## src/rtl/dtree_seq_engine_if.sv

```systemverilog
`default_nettype none
// ============================================================================
// Module      : dtree_seq_engine_if
// Description : Feature-in, class-out and node-table config bundle of the
//               decision-tree engine.
// Revision    : 1.0 - initial release
// ============================================================================
interface dtree_seq_engine_if #(
    parameter int N_FEAT    = 18,
    parameter int FEAT_W    = 8,
    parameter int N_NODES   = 64,
    parameter int CLASS_W   = 2,
    parameter int MAX_DEPTH = 12
);
    localparam int FI_W   = $clog2(N_FEAT);
    localparam int K_W    = $clog2(FEAT_W + 1);
    localparam int NI_W   = $clog2(N_NODES);
    localparam int NODE_W = 1 + FI_W + K_W + FEAT_W + 2 * NI_W;
    localparam int DEP_W  = $clog2(MAX_DEPTH + 2);

    logic                       in_valid;
    logic                       in_ready;
    logic [N_FEAT*FEAT_W-1:0]   in_feat;
    logic                       out_valid;
    logic                       out_ready;
    logic [CLASS_W-1:0]         out_class;
    logic [DEP_W-1:0]           out_depth;
    logic                       out_err;
    logic                       cfg_we;
    logic [NI_W-1:0]            cfg_addr;
    logic [NODE_W-1:0]          cfg_wdata;
    logic                       cfg_ready;

    modport master (
        output in_valid, in_feat, out_ready, cfg_we, cfg_addr, cfg_wdata,
        input  in_ready, out_valid, out_class, out_depth, out_err, cfg_ready
    );

    modport slave (
        input  in_valid, in_feat, out_ready, cfg_we, cfg_addr, cfg_wdata,
        output in_ready, out_valid, out_class, out_depth, out_err, cfg_ready
    );
endinterface
`default_nettype wire

```

## src/rtl/dtree_seq_engine.sv

```systemverilog
`default_nettype none
// ============================================================================
// Module      : dtree_seq_engine
// Description : Node-serial decision-tree classifier walking a programmable
//               node table one node per clock. Optional macro
//               DTREE_CLASS_STATS_EN adds per-class result counters.
// Revision    : 1.0 - initial release
// ============================================================================
module dtree_seq_engine #(
    parameter int N_FEAT    = 18,
    parameter int FEAT_W    = 8,
    parameter int N_NODES   = 64,
    parameter int CLASS_W   = 2,
    parameter int MAX_DEPTH = 12
) (
    input  wire logic                      clk,
    input  wire logic                      rst,
`ifdef DTREE_CLASS_STATS_EN
    input  wire logic                      stat_clr,
    output logic [(2**CLASS_W)*16-1:0]     stat_cnt,
`endif
    dtree_seq_engine_if.slave              bus
);
    localparam int FI_W    = $clog2(N_FEAT);
    localparam int K_W     = $clog2(FEAT_W + 1);
    localparam int NI_W    = $clog2(N_NODES);
    localparam int NODE_W  = 1 + FI_W + K_W + FEAT_W + 2 * NI_W;
    localparam int DEP_W   = $clog2(MAX_DEPTH + 2);
    localparam int N_FSLOT = 2 ** FI_W;

    typedef enum logic [1:0] {
        S_IDLE = 2'd0,
        S_WALK = 2'd1,
        S_DONE = 2'd2
    } state_t;

    state_t                    r_state;
    state_t                    w_next;
    logic [NODE_W-1:0]         r_table [N_NODES];
    logic [NODE_W-1:0]         r_node;
    logic [N_FEAT*FEAT_W-1:0]  r_feat;
    logic                      r_fetched;
    logic                      r_bad;
    logic [DEP_W-1:0]          r_depth;
    logic [CLASS_W-1:0]        r_out_class;
    logic [DEP_W-1:0]          r_out_depth;
    logic                      r_out_err;

    logic                      w_in_ready;
    logic                      w_cfg_ready;
    logic                      w_out_valid;
    logic                      w_finish;
    logic [CLASS_W-1:0]        w_res_class;
    logic                      w_res_err;
    logic [DEP_W-1:0]          w_res_depth;

    // Fields of the node currently held in r_node
    logic                      w_leaf;
    logic [FI_W-1:0]           w_fidx;
    logic [K_W-1:0]            w_keep;
    logic [FEAT_W-1:0]         w_thresh;
    logic [NI_W-1:0]           w_left;
    logic [NI_W-1:0]           w_right;

    assign w_leaf   = r_node[NODE_W-1];
    assign w_fidx   = r_node[2*NI_W+FEAT_W+K_W +: FI_W];
    assign w_keep   = r_node[2*NI_W+FEAT_W +: K_W];
    assign w_thresh = r_node[2*NI_W +: FEAT_W];
    assign w_left   = r_node[NI_W +: NI_W];
    assign w_right  = r_node[0 +: NI_W];

    // Feature indices beyond N_FEAT read as zero
    logic [FEAT_W-1:0]         w_feat_slot [N_FSLOT];
    for (genvar gi = 0; gi < N_FSLOT; gi++) begin : g_feat
        if (gi < N_FEAT) begin : g_real
            assign w_feat_slot[gi] = r_feat[gi*FEAT_W +: FEAT_W];
        end else begin : g_pad
            assign w_feat_slot[gi] = '0;
        end
    end

    logic [FEAT_W-1:0]         w_feat_sel;
    logic [K_W-1:0]            w_keep_eff;
    logic [K_W-1:0]            w_shift;
    logic [FEAT_W-1:0]         w_slice;
    logic [NI_W-1:0]           w_child;
    logic                      w_child_bad;
    logic [DEP_W-1:0]          w_depth_inc;

    always_comb begin
        w_keep_eff = w_keep;
        if (w_keep == '0 || int'(w_keep) > FEAT_W) begin
            w_keep_eff = K_W'(FEAT_W);
        end
    end

    assign w_feat_sel  = w_feat_slot[w_fidx];
    assign w_shift     = K_W'(FEAT_W) - w_keep_eff;
    assign w_slice     = w_feat_sel >> w_shift;
    assign w_child     = (w_slice <= w_thresh) ? w_left : w_right;
    assign w_child_bad = int'(w_child) >= N_NODES;
    assign w_depth_inc = r_depth + DEP_W'(1);

    always_ff @(posedge clk) begin
        if (rst) begin
            r_state <= S_IDLE;
        end else begin
            r_state <= w_next;
        end
    end

    // First WALK cycle only fetches the root; every later cycle evaluates r_node
    always_comb begin
        w_next      = r_state;
        w_in_ready  = 1'b0;
        w_cfg_ready = 1'b0;
        w_out_valid = 1'b0;
        w_finish    = 1'b0;
        w_res_class = '0;
        w_res_err   = 1'b0;
        w_res_depth = w_depth_inc;
        case (r_state)
            S_IDLE: begin
                w_in_ready  = 1'b1;
                w_cfg_ready = 1'b1;
                if (bus.in_valid) begin
                    w_next = S_WALK;
                end
            end
            S_WALK: begin
                if (r_fetched) begin
                    if (r_bad) begin
                        w_finish  = 1'b1;
                        w_res_err = 1'b1;
                    end else if (w_leaf) begin
                        w_finish    = 1'b1;
                        w_res_class = w_thresh[CLASS_W-1:0];
                    end else if (w_depth_inc == DEP_W'(MAX_DEPTH)) begin
                        w_finish  = 1'b1;
                        w_res_err = 1'b1;
                    end
                    if (w_finish) begin
                        w_next = S_DONE;
                    end
                end
            end
            S_DONE: begin
                w_out_valid = 1'b1;
                if (bus.out_ready) begin
                    w_next = S_IDLE;
                end
            end
            default: w_next = S_IDLE;
        endcase
    end

    always_ff @(posedge clk) begin
        if (rst) begin
            r_fetched   <= 1'b0;
            r_bad       <= 1'b0;
            r_depth     <= '0;
            r_out_class <= '0;
            r_out_depth <= '0;
            r_out_err   <= 1'b0;
        end else begin
            case (r_state)
                S_IDLE: begin
                    if (bus.in_valid) begin
                        r_fetched <= 1'b0;
                        r_bad     <= 1'b0;
                        r_depth   <= '0;
                    end
                end
                S_WALK: begin
                    if (!r_fetched) begin
                        r_fetched <= 1'b1;
                    end else if (w_finish) begin
                        r_out_class <= w_res_class;
                        r_out_depth <= w_res_depth;
                        r_out_err   <= w_res_err;
                    end else begin
                        r_depth <= w_depth_inc;
                        r_bad   <= w_child_bad;
                    end
                end
                default: ;
            endcase
        end
    end

    // Table survives reset; a write at the accept edge is visible to the root fetch
    always_ff @(posedge clk) begin
        if (w_cfg_ready && bus.cfg_we && int'(bus.cfg_addr) < N_NODES) begin
            r_table[bus.cfg_addr] <= bus.cfg_wdata;
        end
        if (w_in_ready && bus.in_valid) begin
            r_feat <= bus.in_feat;
        end
        if (r_state == S_WALK) begin
            if (!r_fetched) begin
                r_node <= r_table[0];
            end else if (!w_finish && !w_child_bad) begin
                r_node <= r_table[w_child];
            end
        end
    end

    assign bus.in_ready  = w_in_ready;
    assign bus.cfg_ready = w_cfg_ready;
    assign bus.out_valid = w_out_valid;
    assign bus.out_class = r_out_class;
    assign bus.out_depth = r_out_depth;
    assign bus.out_err   = r_out_err;

`ifdef DTREE_CLASS_STATS_EN
    localparam int N_CLS = 2 ** CLASS_W;

    logic [15:0] r_stat [N_CLS];

    always_ff @(posedge clk) begin
        if (rst || stat_clr) begin
            for (int i = 0; i < N_CLS; i++) begin
                r_stat[i] <= '0;
            end
        end else if (w_out_valid && bus.out_ready && !r_out_err &&
                     r_stat[r_out_class] != 16'hFFFF) begin
            r_stat[r_out_class] <= r_stat[r_out_class] + 16'd1;
        end
    end

    for (genvar gs = 0; gs < N_CLS; gs++) begin : g_stat
        assign stat_cnt[gs*16 +: 16] = r_stat[gs];
    end
`else
    // Class statistics not built in this configuration.
`endif
endmodule
`default_nettype wire
```

## src/flat_wrapper.sv

```systemverilog
// flat-port wrapper written by rule: the top's interface ports become plain ports
module dtree_seq_engine_flat 
#(
    parameter int N_FEAT    = 18,
    parameter int FEAT_W    = 8,
    parameter int N_NODES   = 64,
    parameter int CLASS_W   = 2,
    parameter int MAX_DEPTH = 12
)
  (clk, rst, bus_in_valid, bus_in_feat, bus_out_ready, bus_cfg_we, bus_cfg_addr, bus_cfg_wdata, bus_in_ready, bus_out_valid, bus_out_class, bus_out_depth, bus_out_err, bus_cfg_ready);
  dtree_seq_engine_if #(.N_FEAT(N_FEAT), .FEAT_W(FEAT_W), .N_NODES(N_NODES), .CLASS_W(CLASS_W), .MAX_DEPTH(MAX_DEPTH)) bus_i ();
  input  wire logic clk;
  input  wire logic rst;
  input wire logic [$bits(bus_i.in_valid)-1:0] bus_in_valid;
  input wire logic [$bits(bus_i.in_feat)-1:0] bus_in_feat;
  input wire logic [$bits(bus_i.out_ready)-1:0] bus_out_ready;
  input wire logic [$bits(bus_i.cfg_we)-1:0] bus_cfg_we;
  input wire logic [$bits(bus_i.cfg_addr)-1:0] bus_cfg_addr;
  input wire logic [$bits(bus_i.cfg_wdata)-1:0] bus_cfg_wdata;
  output wire logic [$bits(bus_i.in_ready)-1:0] bus_in_ready;
  output wire logic [$bits(bus_i.out_valid)-1:0] bus_out_valid;
  output wire logic [$bits(bus_i.out_class)-1:0] bus_out_class;
  output wire logic [$bits(bus_i.out_depth)-1:0] bus_out_depth;
  output wire logic [$bits(bus_i.out_err)-1:0] bus_out_err;
  output wire logic [$bits(bus_i.cfg_ready)-1:0] bus_cfg_ready;
  assign bus_i.in_valid = bus_in_valid;
  assign bus_i.in_feat = bus_in_feat;
  assign bus_i.out_ready = bus_out_ready;
  assign bus_i.cfg_we = bus_cfg_we;
  assign bus_i.cfg_addr = bus_cfg_addr;
  assign bus_i.cfg_wdata = bus_cfg_wdata;
  assign bus_in_ready = bus_i.in_ready;
  assign bus_out_valid = bus_i.out_valid;
  assign bus_out_class = bus_i.out_class;
  assign bus_out_depth = bus_i.out_depth;
  assign bus_out_err = bus_i.out_err;
  assign bus_cfg_ready = bus_i.cfg_ready;
  dtree_seq_engine #(.N_FEAT(N_FEAT), .FEAT_W(FEAT_W), .N_NODES(N_NODES), .CLASS_W(CLASS_W), .MAX_DEPTH(MAX_DEPTH)) u_core (.clk(clk), .rst(rst), .bus(bus_i));
endmodule
```

## config.mk

```make
export PLATFORM = sky130hd
export DESIGN_NAME = dtree_seq_engine_flat
export DESIGN_NICKNAME = d
export VERILOG_FILES = /design/src/rtl/dtree_seq_engine_if.sv /design/src/rtl/dtree_seq_engine.sv /design/src/flat_wrapper.sv
export SDC_FILE = /design/constraint.sdc
export NUM_CORES = 2
export LEC_CHECK = 0
export CAP_MARGIN = 20
export CORE_MARGIN = 2
export CORE_UTILIZATION = 44
export DETAILED_ROUTE_END_ITERATION = 6
export PLACE_DENSITY_LB_ADDON = 0.12
export SLEW_MARGIN = 20
export SYNTH_ARGS = -nofsm -noshare
export SYNTH_HDL_FRONTEND = slang
export SYNTH_SLANG_ARGS = --single-unit
```

## constraint.sdc

```tcl
create_clock -name clk -period 5.3 [get_ports clk]
set_input_delay 0.53 -clock clk [delete_from_list [all_inputs] [get_ports clk]]
set_output_delay 0.53 -clock clk [all_outputs]
set_load 0.01 [all_outputs]
```

Word-level counts from Yosys, hierarchy flattened. Memories as Yosys holds them, arrays and structs flattened. Index checks and enable logic that the tools add are counted. Widths: inputs -> output; s select.

Register bits after elaboration: 189. RAM bits: 1920. Input port bits: 185. Output and inout bits: 10. Logic and storage cells: 73. Memories: 1.

Add/sub/neg operators: 2. $lt $le $gt $ge: 3. Eq/ne operators: 9. Shifts and indexed selects: 1. Multiplexer cells: 36. Bitwise gates (word level): 1. Reduce and logical (&&, ||, !) cells: 11.

Memory list: u_core.r_table (depth 64, bits a word 30, rd ports 2, clocked after Yosys merged registers in 0, wr ports 1, RTL line dtree_seq_engine.sv:39) `logic [NODE_W-1:0] r_table [N_NODES];`.

Operators by type and width (number): $mux 30 (2); $bmux 8 s5 (1); $mux 1 (16); $mux 4 (4); $mux 8 (2); $mux 2 (6); $ne 2x2->1 const B (5); $le 8x8->1 (1); $pmux 4 s2 (1); $reduce_and 4->1 (2); $shr 8x4->8 (1); $ge 6x6->1 const B (1); $mux 6 (1); $not 5->6 (1); $pmux 2 s3 (1); $add 4x1->4 const B (1); $eq 4x4->1 const B (1); $gt 4x4->1 const B (1); $logic_not 4->1 (1); $pmux 1 s2 (2); $reduce_and 2->1 (2); $sub 4x4->4 const A (1); $reduce_and 3->1 (1); $eq 2x1->1 const B (1); 6 further kinds (7).

Depth between registers and ports, before layout.
Depth after elaboration: 12. Depth in mapped cells: 27. Mapped depth without buffers: 21.

Worst setup path after synthesis. Ideal clock, no wire load.

Path kind: register to register. Start: register u_core.r_node[24]. End: register u_core.r_node[19], data pin. Library setup time: 0.263 ns. Data arrival time: 5.228 ns. Required time: 5.037 ns. Path slack: -0.191 ns. Stages on the path, launching flop included: 23. Buffers on the path: 5. Clock period less this slack: 5.491 ns. Cells stage by stage: edfxtp_1 > clkbuf_1 > buf_1 > mux4_2 > mux4_2 > a21oi_1 > nand2_1 > nand2_1 > nor2_1 > a21oi_1 > a21oi_1 > ha_1 > nor2b_1 > o211ai_2 > a21oi_4 > o21ai_2 > buf_6 > mux2_2 > nand3_1 > clkbuf_1 > clkbuf_1 > nor2_1 > a2111o_1.

Word-level cells in the longest chain between the ends: 10.

Ends and longest elaborated chain: start: declaration (RTL line dtree_seq_engine.sv:40) `logic [NODE_W-1:0] r_node;`; start signal: assignment (RTL line dtree_seq_engine.sv:201) `r_node <= r_table[0];`; start signal: assignment (RTL line dtree_seq_engine.sv:203) `r_node <= r_table[w_child];`; $not 5->6 (implied by the code) (RTL line dtree_seq_engine.sv:97) `assign w_feat_sel = w_feat_slot[w_fidx];`; $bmux 8 s5 (RTL line dtree_seq_engine.sv:97); $mux 8 (implied by the code) (2 in a row) (RTL line dtree_seq_engine.sv:97); $shr 8x4->8 (RTL line dtree_seq_engine.sv:99) `assign w_slice = w_feat_sel >> w_shift;`; $le 8x8->1 (RTL line dtree_seq_engine.sv:100) `assign w_child = (w_slice <= w_thresh) ? w_left : w_right;`; $mux 6 (RTL line dtree_seq_engine.sv:100); $mem_v2 64x30; $mux 30 (RTL line dtree_seq_engine.sv:202) `end else if (!w_finish && !w_child_bad) begin`; $mux 30 (RTL line dtree_seq_engine.sv:200) `if (!r_fetched) begin`.

Every way passes these cells. The select of a mux whose other input is x is not followed. A chain may end at the register's enable or synchronous reset.

Worst setup path after layout.
Start: register u_core.r_node[24]. End: register u_core.r_node[0], data pin.

The elaborated chain is that of the path after synthesis.

==> impl_metrics.py <==
metrics = {
    "status": {
        "run_status": "finished with violations",
        "violations": "setup timing",
    },
    "setup_path": {
        "end_kind": "register",
        "reg2reg_from": "u_core.r_node[24]",
        "start_kind": "register",
        "endpoint": "u_core.r_node[0]",
        "required_ps": 6040,
        "critPathMaxFanout": 16,
        "cp.arrival_ps": 6860,
        "startpoint": "u_core.r_node[24]",
        "worstRegToRegCells": 26,
        "r2r_slack_ps": -820,
        "critPathKind": "register to register",
        "r2r-end": "u_core.r_node[0]",
    },
    "timing": {
        "rsz0062_at_grt": "true",
        "hold_viol_final": 0,
        "drv_slew": 0,
        "skew_ps": 37.18,
        "finalWorstSetupSlack_ps": -821.9,
        "worst_pin_slew_ps": 1122,
        "relSlewSlack_pct": 25.00,
        "setup_viol": 30,
        "post-route-period-util_pct": 115.5,
        "timing.fmax_ghz": 0.1633,
        "final.min_clock_period_ps": 6122,
    },
    "yosys": {
        "synth_adder_area_share_pct": 0.1512,
        "synth_xor_area_share_pct": 0.03175,
        "yosys_warnings": 0,
        "syn_area_mm2": 0.08275,
        "synth_top_area_cell": "edfxtp_1",
        "synth_simple_gate_area_share_pct": 8.697,
        "yosys-top-cells-area": "edfxtp_1, nand2_1, mux2i_1",
        "ys_ff_latch": 2108,
        "synth_seq_area_share_pct": 76.33,
        "synth_commonest_cells": "edfxtp_1, nand2_1, a21oi_1",
        "synth_mux_area_share_pct": 4.033,
        "synth-compound-area-share_pct": 8.554,
        "netlist_instances": 5475,
        "synth_edf_count": 2094,
        "async_reset_ff_share_pct": 0,
        "yosys.area.top_type_share_pct": 75.99,
        "ys.flop_type": "edfxtp_1",
        "ys_types": 75,
        "yosys.cell_count.top_type": "edfxtp_1",
        "synth.avg_cell_area_um2": 15.11,
        "syn_nets": 5670,
        "synth_top_family_by_area": "simple AND/OR/NAND/NOR gates",
    },
    "grt": {
        "antenna_found_initial": 19,
        "grtUsageTotal_pct": 26.37,
        "grt_start_max_net_pins": 76,
        "globalRoute.totalOverflow": 0,
        "grt_pass1_wl_um": 365700,
        "grt_pass1_vias": 50930,
    },
    "cells_and_area": {
        "fin_area_mm2": 0.1047,
        "area_growth_pct": 26.55,
        "nNetsFinal": 6498,
        "fillers": 14921,
        "drive_gt1_share_pct": 23.75,
        "post-route-util_pct": 55.88,
    },
    "clock_tree": {
        "clk_latency_ps": 880,
        "root_buffer": "clkbuf_16",
        "cts.sinks": 2108,
        "cts_inserted_buffers": 213,
        "cts_tree": "yes",
        "path_clk_slew_ps": 60,
        "cts_buffer_depth": 3,
        "cts_hold_buf": 0,
        "htree_levels": 4,
    },
    "power_and_ir_drop": {
        "p_total_mw": 42.30,
        "internal_power_mw": 30.63,
        "p_sw_mw": 11.67,
        "pwr-share-comb_pct": 21.0,
        "seqPwrFrac_pct": 43.9,
        "leakage_nw": 35.71,
        "clock_power_share_pct": 35.1,
        "switching_share_pct": 27.59,
        "ir_drop_v": 0.0003125,
        "power_density_mw_per_mm2": 403.9,
    },
    "route": {
        "viasPerCell": 5.840,
        "drt_first_pass_iters": 5,
        "wl_per_cell_um": 29.13,
        "drt_iter0_drc": 5749,
        "drc": 0,
        "routed_wl_um": 261700,
        "antenna_left": 0,
        "vias": 52468,
    },
    "hold_path": {
        "hold_path.class": "input port to register",
    },
    "run": {
        "cap_violations": 0,
    },
    "floorplan": {
        "dieWidth_um": 437.7,
        "num_rows": 159,
        "dieArea_mm2": 0.1916,
        "core_area_mm2": 0.1874,
        "die_h_um": 437.7,
        "start_util_pct": 44.16,
        "ios": 195,
    },
    "placement": {
        "place_congestion": 0.8759,
        "hpwl_um": 150500,
        "post_dp_cell_area_mm2": 0.09277,
        "io_buffers": 194,
    },
}
kinds of logic (layout without fill, tap and decap cells):
| logic type | after synthesis | in the layout |
|---|---|---|
| buf+inv | 383 | 1392 |
| flops | 2108 | 2108 |
| mux | 282 | 282 |
| xor+xnor | 3 | 3 |
| other cells | 0 | 5 |
| simple gates | 1659 | 1660 |
| compound gates | 1030 | 1030 |
| fa+ha+maj | 10 | 10 |
worst max-delay path, stage by stage (launching register included):
cell and delay, ps:
edfxtp_1 410, buf_12 160, buf_12 150, buf_12 130
mux4_2 450, mux4_2 550, a21oi_2 180, buf_6 140
mux2i_4 80, mux2i_1 150, o21ai_1 90, ha_1 320
nand4_1 240, or2_4 360, nand2_4 80, buf_6 110
o211ai_4 80, buf_12 180, buf_12 130, nand2_8 100
buf_12 160, nor2_2 80, buf_12 170, a32oi_1 530
nand4_1 360, a221oi_4 410, a2111o_1 140
worst min-delay path by stage:
stage	from	end	slack, ps	cells after the start
detailed placement	u_core.bus.out_class[1]	u_core.bus.out_class[1]	480	2
floorplan	u_core.r_depth[0]	u_core.bus.out_depth[0]	480	1
global placement	u_core.bus.out_class[1]	u_core.bus.out_class[1]	460	2
CTS	bus_in_feat[11]	u_core.r_feat[11]	150	1
finish	bus_in_feat[59]	u_core.r_feat[59]	220	1
global route	bus_in_feat[11]	u_core.r_feat[11]	170	1
flip-flops by register name (all words and copies together) (netlist names):
register	cells
u_core.bus.out_class	2
u_core.bus.out_depth	4
u_core.bus.out_err	1
u_core.r_depth	4
u_core.r_feat	144
u_core.r_fetched	1
u_core.r_node	30
u_core.r_state	2
u_core.r_table	1920
what timing repair did:
action | 4_1_cts | 5_1_grt
endpoints found under the setup margin | 30 | 30
pin swaps | 73 | 114
setup buffers | 56 | 58
resized for setup | 265 | 306
gates cloned | 20 | 24
metal layers:
metal / part of all wire (%) / track usage [%] / vias up
met5: 0.010 / 0 / -
met4: 3.6 / 9.093 / 4
met3: 7.2 / 4.029 / 427
met2: 48 / 42.76 / 2111
met1: 41 / 36.38 / 26942
li1: - / - / 22984
stage by stage:
stage	hold slack, ps	TNS [ps]	setup WS [ps]	cells
floorplan	481.9	0	77.03	5475
global placement	462.7	-36410	-1641	8426
detailed placement	479.0	-37020	-1680	8432
CTS	153.2	-20880	-771.1	8904
global route	168.2	-25780	-960.6	8981
finish	215.6	-21710	-821.9	8985
placed cells by master, fill, tap and decap left out, types with 44 or more instances in the layout:
cell type,Yosys,final
nor2_1,175,93
mux2i_1,236,219
buf_6,20,65
buf_12,0,124
clkbuf_1,178,52
buf_4,20,507
a21oi_2,0,44
edfxtp_1,2094,2094
nand3_1,76,74
a31oi_1,62,60
nand2_1,1080,1070
nor4_1,87,50
a221oi_1,144,101
a32oi_1,86,80
clkbuf_16,0,237
a211oi_1,161,107
and3_1,152,150
a21oi_1,403,345
clkdlybuf4s50_1,0,164
nor2_4,1,71
clkinv_1,1,58
power groups by stage:
stage	registers [mW]	logic, mW	clock network (mW)
2_1_floorplan	18.9	3.38	0
3_3_place_gp	18.9	7.04	0
3_5_place_dp	18.9	7.07	0
4_1_cts	18.6	7.95	15.0
5_1_grt	18.6	9.33	15.7
6_report	18.6	8.88	14.8
final cells by class:
type | instances | area (µm²) | area share [%]
timing repair buffer | 983 | 11080 | 10.58
clock buffer | 265 | 5525 | 5.276
antenna | 5 | 12.51 | 0.01195
multi-input combinational | 2985 | 20440 | 19.52
sequential | 2108 | 63160 | 60.31
inverter | 12 | 45.04 | 0.04301
clock inverter | 132 | 1331 | 1.271
tap | 2495 | 3122 | 2.981
(Power assumes the default switching activity.)
